==> config.mk <==
export PLATFORM = sky130hd
export DESIGN_NAME = mem_access_unit
export DESIGN_NICKNAME = d
export VERILOG_FILES = /design/src/rtl/mem_access_unit.sv
export SDC_FILE = /design/constraint.sdc
export NUM_CORES = 1
export LEC_CHECK = 0
export CAP_MARGIN = 10
export CELL_PAD_IN_SITES_DETAIL_PLACEMENT = 0
export CELL_PAD_IN_SITES_GLOBAL_PLACEMENT = 1
export CORE_AREA = 4 4 134 136
export DETAILED_ROUTE_END_ITERATION = 8
export DIE_AREA = 0 0 138 140
export PLACE_DENSITY_LB_ADDON = 0.1
export RECOVER_POWER = 25
export SYNTH_ARGS = -nofsm -noshare
export SYNTH_HDL_FRONTEND = slang
export SYNTH_SLANG_ARGS = --single-unit
==> constraint.sdc <==
create_clock -name clk -period 2.4 [get_ports clk]
set_clock_uncertainty 0.1 [all_clocks]
set_input_delay 0.48 -clock clk [delete_from_list [all_inputs] [get_ports clk]]
set_output_delay 0.48 -clock clk [all_outputs]
set_load 0.005 [all_outputs]
==> src/rtl/mem_access_unit.sv <==
// MEM-stage data-memory access unit: turns load/store controls into a req/ack bus
// transaction with byte-lane alignment, extends load data and stalls for memory latency.
module mem_access_unit #(
    parameter int ADDR_W = 32
) (
    input  logic              clk,
    input  logic              nrst,
    input  logic              i_stall,
    input  logic              i_MEM_ctrl_MemRead,
    input  logic              i_MEM_ctrl_MemWrite,
    input  logic [1:0]        i_MEM_ctrl_Size,
    input  logic              i_MEM_ctrl_Unsigned,
    input  logic [ADDR_W-1:0] i_MEM_data_Addr,
    input  logic [31:0]       i_MEM_data_WData,
    output logic              o_stall,
    output logic              o_bubble,
    output logic              o_misalign,
    output logic [31:0]       o_MEM_data_RData,
    output logic              o_dm_req,
    output logic              o_dm_we,
    output logic [ADDR_W-1:0] o_dm_addr,
    output logic [3:0]        o_dm_be,
    output logic [31:0]       o_dm_wdata,
    input  logic              i_dm_ack,
    input  logic [31:0]       i_dm_rdata
);

    localparam logic [1:0] ST_IDLE = 2'd0;
    localparam logic [1:0] ST_WAIT = 2'd1;
    localparam logic [1:0] ST_DONE = 2'd2;

    logic [1:0]        state_q, state_d;
    logic              req_q, req_d;
    logic              we_q, we_d;
    logic [ADDR_W-1:0] addr_q, addr_d;
    logic [3:0]        be_q, be_d;
    logic [31:0]       wdata_q, wdata_d;
    logic [1:0]        size_q, size_d;
    logic              uns_q, uns_d;
    logic [1:0]        lane_q, lane_d;
    logic [31:0]       rdata_q, rdata_d;
    logic              access;
    logic              illegal;

    function automatic logic [3:0] lane_be(input logic [1:0] size, input logic [1:0] lane);
        case (size)
            2'b00:   lane_be = 4'b0001 << lane;
            2'b01:   lane_be = lane[1] ? 4'b1100 : 4'b0011;
            default: lane_be = 4'b1111;
        endcase
    endfunction

    function automatic logic [31:0] lane_wdata(input logic [1:0] size, input logic [31:0] wd);
        case (size)
            2'b00:   lane_wdata = {4{wd[7:0]}};
            2'b01:   lane_wdata = {2{wd[15:0]}};
            default: lane_wdata = wd;
        endcase
    endfunction

    // Pulls the addressed lane down to bit 0, then sign- or zero-extends it.
    function automatic logic [31:0] extract_load(input logic [31:0] word, input logic [1:0] size,
                                                 input logic uns, input logic [1:0] lane);
        logic [31:0]        shifted;
        logic signed [7:0]  b;
        logic signed [15:0] h;
        shifted = word >> {lane, 3'b000};
        b = shifted[7:0];
        h = lane[1] ? word[31:16] : word[15:0];
        case (size)
            2'b00:   extract_load = uns ? {24'd0, b} : {{24{b[7]}}, b};
            2'b01:   extract_load = uns ? {16'd0, h} : {{16{h[15]}}, h};
            default: extract_load = word;
        endcase
    endfunction

    always_comb begin
        access  = i_MEM_ctrl_MemRead ^ i_MEM_ctrl_MemWrite;
        illegal = access & ((i_MEM_ctrl_Size == 2'b11) ||
                            (i_MEM_ctrl_Size == 2'b01 && i_MEM_data_Addr[0]) ||
                            (i_MEM_ctrl_Size == 2'b10 && i_MEM_data_Addr[1:0] != 2'b00));
        state_d = state_q;
        req_d   = req_q;
        we_d    = we_q;
        addr_d  = addr_q;
        be_d    = be_q;
        wdata_d = wdata_q;
        size_d  = size_q;
        uns_d   = uns_q;
        lane_d  = lane_q;
        rdata_d = rdata_q;
        case (state_q)
            ST_IDLE: begin
                if (access && !illegal) begin
                    state_d = ST_WAIT;
                    req_d   = 1'b1;
                    we_d    = i_MEM_ctrl_MemWrite;
                    addr_d  = {i_MEM_data_Addr[ADDR_W-1:2], 2'b00};
                    be_d    = lane_be(i_MEM_ctrl_Size, i_MEM_data_Addr[1:0]);
                    wdata_d = lane_wdata(i_MEM_ctrl_Size, i_MEM_data_WData);
                    size_d  = i_MEM_ctrl_Size;
                    uns_d   = i_MEM_ctrl_Unsigned;
                    lane_d  = i_MEM_data_Addr[1:0];
                end
            end
            ST_WAIT: begin
                if (i_dm_ack) begin
                    state_d = ST_DONE;
                    req_d   = 1'b0;
                    we_d    = 1'b0;
                    if (!we_q) begin
                        rdata_d = extract_load(i_dm_rdata, size_q, uns_q, lane_q);
                    end
                end
            end
            ST_DONE: begin
                if (!i_stall) begin
                    state_d = ST_IDLE;
                end
            end
            default: state_d = ST_IDLE;
        endcase
    end

    always_ff @(posedge clk or negedge nrst) begin
        if (!nrst) begin
            state_q <= ST_IDLE;
            req_q   <= 1'b0;
            we_q    <= 1'b0;
            addr_q  <= '0;
            be_q    <= 4'd0;
            wdata_q <= 32'd0;
            size_q  <= 2'd0;
            uns_q   <= 1'b0;
            lane_q  <= 2'd0;
            rdata_q <= 32'd0;
        end else begin
            state_q <= state_d;
            req_q   <= req_d;
            we_q    <= we_d;
            addr_q  <= addr_d;
            be_q    <= be_d;
            wdata_q <= wdata_d;
            size_q  <= size_d;
            uns_q   <= uns_d;
            lane_q  <= lane_d;
            rdata_q <= rdata_d;
        end
    end

    assign o_misalign       = illegal;
    assign o_bubble         = illegal && (state_q == ST_IDLE);
    assign o_stall          = ((state_q == ST_IDLE) && access && !illegal) || (state_q == ST_WAIT);
    assign o_dm_req         = req_q;
    assign o_dm_we          = we_q;
    assign o_dm_addr        = addr_q;
    assign o_dm_be          = be_q;
    assign o_dm_wdata       = wdata_q;
    assign o_MEM_data_RData = rdata_q;

endmodule

==> results.json <==
{
  "required_ns": 1.82,
  "synthDistinctLibCells": 39,
  "hpwlAfterDp_mm": 11.2,
  "dominant_combinational_cell_family_by_area_after_synthesis": "multiplexers",
  "seq_area_frac_synth_pct": 54.1,
  "power.density_nw_per_um2": 1110,
  "clock_tree.buffer_depth": 2,
  "synth_area_per_cell_um2": 10.9,
  "die-area_um2": 19300,
  "syn-cell-area_um2": 4950,
  "series_of_cell_instances_along_the_critical_path": "clkdlybuf4s50_1, a21oi_2, or2_4, a21oi_1, nor2_1, dlygate4sd2_1",
  "synthesis.yosys.warnings": 0,
  "drc_violations_left": 0,
  "critical-path-top-delay-family": "buffers and inverters",
  "initial_core_util_pct": 29.2,
  "antenna_cells_inserted": 0,
  "synthToLayoutAreaGrowth_pct": 55.5,
  "share_of_synthesized_cell_area_in_and_or_nand_and_nor_gates_pct": 13.6,
  "synth_edf_count": 0,
  "synth_ff_type": "sky130_fd_sc_hd__dfrtp_1",
  "grt.busiest_layer": "met2",
  "num_rows": 48,
  "htree_num_levels": 3,
  "m2_gr_usage_pct": 24.4,
  "rsz0062_at_grt": "false",
  "total_cts_buffers": 9,
  "drive_gt1_share_pct": 15.2,
  "max_stage_delay_ns": 0.50,
  "timing_hold_violations_final": 0,
  "max_cap_violation_count": 0,
  "postSynth.asyncResetShare_pct": 100,
  "worst_slew_pin_slew_ns": 1.04,
  "drtIter0Drc": 213,
  "critPathBufInv": 2,
  "top_fanout_value_on_the_critical_path": 3,
  "maxSlewViolCount": 0,
  "nNetsFinal": 776,
  "outcome": "completed",
  "global_route.usage.total_pct": 15.6,
  "antenna_violations_before_repair": 0,
  "port-buffer-count": 207,
  "ys_ff_latch": 107,
  "grt_met3_use_pct": 5.53,
  "die_w_um": 138,
  "grt_start_max_net_pins": 64,
  "core_area_um2": 16900,
  "grt.overflow.total": 0,
  "num_vias": 4181,
  "leakage_component_of_the_power_uw": 0.00325,
  "final.min_clock_period_ns": 2.31,
  "post_synth_inst_count": 454,
  "worstSkewPairLatency_ns": 0.34,
  "wl_mm": 15.2,
  "wire_length_of_the_first_global_routing_pass_mm": 24.1,
  "timing.final.setup_violations": 0,
  "synth_xor_area_share_pct": 0.531,
  "gr-usage-met1_pct": 20.3,
  "synthesized_area_fraction_occupied_by_adder_cells_pct": 0,
  "worst_ep_arrival_time_ns": 1.73,
  "die_height_um": 140,
  "final_cells": 901,
  "numClockSinks": 107,
  "synth-compound-area-share_pct": 10.4,
  "detail_route.first_pass.iterations": 4,
  "fill_cells": 1626,
  "place_inst": 883,
  "worst_path_clk_slew_ns": 0.07,
  "via_count_of_the_first_global_routing_pass": 4297,
  "cts-root-buf": "sky130_fd_sc_hd__clkbuf_16",
  "period_share_pct": 96.2,
  "routed_wire_length_per_instance_um": 16.8,
  "place_congestion": 0.772,
  "startpoint_type": "input port",
  "crit_type": "input port to output pin",
  "fmax_ghz": 0.433,
  "detail_route.vias_per_cell": 4.64,
  "critPathCaptureType": "output pin",
  "clock_tree_from_tritoncts": "built",
  "timing.hold.worst.class": "flop to flop",
  "timing.slew.headroom_pct": 30.1,
  "cpMaxStageDelayCell": "sky130_fd_sc_hd__clkdlybuf4s50_1",
  "whs_ns": 0.380,
  "final_core_utilization_pct": 45.5,
  "vdd_drop_max_mv": 0.440,
  "pin_count": 210,
  "post_synth_mux_area_share_pct": 17.2,
  "final_antenna_net_count": 0
}
-- cell usage after synthesis (2+ instances only) --
| library cell | instances | area share, % |
|---|---|---|
| sky130_fd_sc_hd__dfrtp_1 | 107 | 54 |
| sky130_fd_sc_hd__nand2_1 | 58 | 4.4 |
| sky130_fd_sc_hd__nor2_1 | 47 | 3.6 |
| sky130_fd_sc_hd__mux2_2 | 46 | 10 |
| sky130_fd_sc_hd__a21oi_1 | 29 | 2.9 |
| sky130_fd_sc_hd__mux2i_1 | 29 | 5.9 |
| sky130_fd_sc_hd__o21ai_0 | 27 | 2.7 |
| sky130_fd_sc_hd__clkbuf_1 | 15 | 1.1 |
| sky130_fd_sc_hd__a211oi_1 | 10 | 1.5 |
| sky130_fd_sc_hd__buf_2 | 9 | 0.91 |
| sky130_fd_sc_hd__nor3b_1 | 9 | 1.4 |
| sky130_fd_sc_hd__a32oi_1 | 7 | 1.2 |
| sky130_fd_sc_hd__nand3_1 | 7 | 0.71 |
| sky130_fd_sc_hd__a221o_1 | 6 | 1.2 |
| sky130_fd_sc_hd__buf_6 | 5 | 1.1 |
| sky130_fd_sc_hd__nor3_1 | 5 | 0.51 |
| sky130_fd_sc_hd__mux2_1 | 4 | 0.91 |
| sky130_fd_sc_hd__buf_4 | 3 | 0.45 |
| sky130_fd_sc_hd__inv_1 | 3 | 0.23 |
| sky130_fd_sc_hd__a22o_1 | 2 | 0.35 |
| sky130_fd_sc_hd__a22oi_1 | 2 | 0.30 |
| sky130_fd_sc_hd__nand2b_1 | 2 | 0.25 |
| sky130_fd_sc_hd__nor2b_1 | 2 | 0.25 |
| sky130_fd_sc_hd__nor3_2 | 2 | 0.40 |
| sky130_fd_sc_hd__nor4_1 | 2 | 0.25 |
| sky130_fd_sc_hd__or2_2 | 2 | 0.25 |
| sky130_fd_sc_hd__xor2_1 | 2 | 0.35 |
-- area by class of cell --
| cell class | instances | area, um^2 | area share [%] |
|---|---|---|---|
| repair buffers | 239 | 2330 | 30.3 |
| inverters | 3 | 11.3 | 0.146 |
| multi-input cells | 311 | 2090 | 27.2 |
| flip-flops and latches | 107 | 2680 | 34.8 |
| well taps | 225 | 282 | 3.66 |
| clock buffers | 10 | 239 | 3.10 |
| clock inverters | 6 | 63.8 | 0.829 |
-- layer usage --
layer	vias up	wire (um)
met3	10	1170
li1	2023	-
met1	1998	6670
met4	0	192
met2	150	7130
met5	-	0
-- logic make-up after synthesis --
kind of cell              count (synthesis)
xor gates and xnor gates                  3
DFF                                     107
muxes                                    79
other                                     1
and+or+nand+nor                         143
AOI/OAI and AO/OA                        84
buffers and inverters                    37
-- tightest hold or removal path, stage by stage (launching register included) --
cell and delay (ns):
sky130_fd_sc_hd__dfrtp_1 0.35, sky130_fd_sc_hd__nand2_1 0.05, sky130_fd_sc_hd__nand2_1 0.05
-- state kept, by name, summed over array words and instances (netlist names) --
name / count
size_q: 2
o_dm_addr: 30
o_dm_we: 1
o_MEM_data_RData: 32
o_dm_wdata: 32
uns_q: 1
o_dm_req: 1
lane_q: 2
state_q: 2
o_dm_be: 4
-- final timing paths --
kind	end	slack, ns	start	cells past startpoint
max in group asynchronous	o_dm_wdata[27]	0.35	nrst	3
max reg2reg	o_MEM_data_RData[11]	0.52	lane_q[1]	5
max	o_stall	0.09	i_MEM_ctrl_Size[1]	6
min reg2reg	o_dm_req	0.38	o_dm_req	2
min in group asynchronous	o_MEM_data_RData[27]	0.66	nrst	2
min	o_dm_req	0.38	o_dm_req	2
-- repair_timing --
action                                  in CTS  in global routing
resized for setup                           11                  0
endpoints found under the setup margin       3                  0
hold buffers                                 1                  0
hold endpoints to repair                    29                  0
setup buffers                                1                  0
-- where the power goes --
part,internal (uW),switching (uW)
sequential,2680,533
clock,839,693
combinational,2400,1390
-- cell usage in the layout, fill, tap and decap left out, types with 2 or more instances in the layout --
cell | Yosys | layout
sky130_fd_sc_hd__a22o_1 | 2 | 2
sky130_fd_sc_hd__o21ai_0 | 27 | 27
sky130_fd_sc_hd__mux2_2 | 46 | 46
sky130_fd_sc_hd__clkinvlp_4 | 0 | 2
sky130_fd_sc_hd__nor3b_1 | 9 | 9
sky130_fd_sc_hd__inv_1 | 3 | 3
sky130_fd_sc_hd__clkdlybuf4s50_1 | 0 | 197
sky130_fd_sc_hd__mux2i_1 | 29 | 29
sky130_fd_sc_hd__clkinv_2 | 0 | 2
sky130_fd_sc_hd__buf_4 | 3 | 26
sky130_fd_sc_hd__clkbuf_16 | 0 | 9
sky130_fd_sc_hd__dlygate4sd3_1 | 0 | 2
sky130_fd_sc_hd__dlygate4sd2_1 | 0 | 8
sky130_fd_sc_hd__buf_12 | 0 | 3
sky130_fd_sc_hd__a211oi_1 | 10 | 10
sky130_fd_sc_hd__nand2_1 | 58 | 58
sky130_fd_sc_hd__nor3_2 | 2 | 2
sky130_fd_sc_hd__nor2b_1 | 2 | 2
sky130_fd_sc_hd__a21oi_1 | 29 | 28
sky130_fd_sc_hd__nor4_1 | 2 | 2
sky130_fd_sc_hd__nand2b_1 | 2 | 2
sky130_fd_sc_hd__nor3_1 | 5 | 5
sky130_fd_sc_hd__mux2_1 | 4 | 4
sky130_fd_sc_hd__clkbuf_2 | 1 | 2
sky130_fd_sc_hd__a221o_1 | 6 | 6
sky130_fd_sc_hd__nor2_1 | 47 | 47
sky130_fd_sc_hd__a32oi_1 | 7 | 7
sky130_fd_sc_hd__nand3_1 | 7 | 7
sky130_fd_sc_hd__dfrtp_1 | 107 | 107
sky130_fd_sc_hd__conb_1 | 1 | 2
sky130_fd_sc_hd__a22oi_1 | 2 | 2
-- metrics by stage --
stage          area [um^2]  setup slack, ns  setup TNS (ns)  total power (uW)
2_1_floorplan         4950            0.508               0              4670
3_3_place_gp          7390           -0.284           -5.91              7060
3_5_place_dp          7390           -0.313           -9.15              7110
4_1_cts               7720           0.0783               0              8690
5_1_grt               7700           0.0182               0              9130
6_report              7700           0.0912               0              8530
No activity file was read; power rests on OpenSTA's default activity.
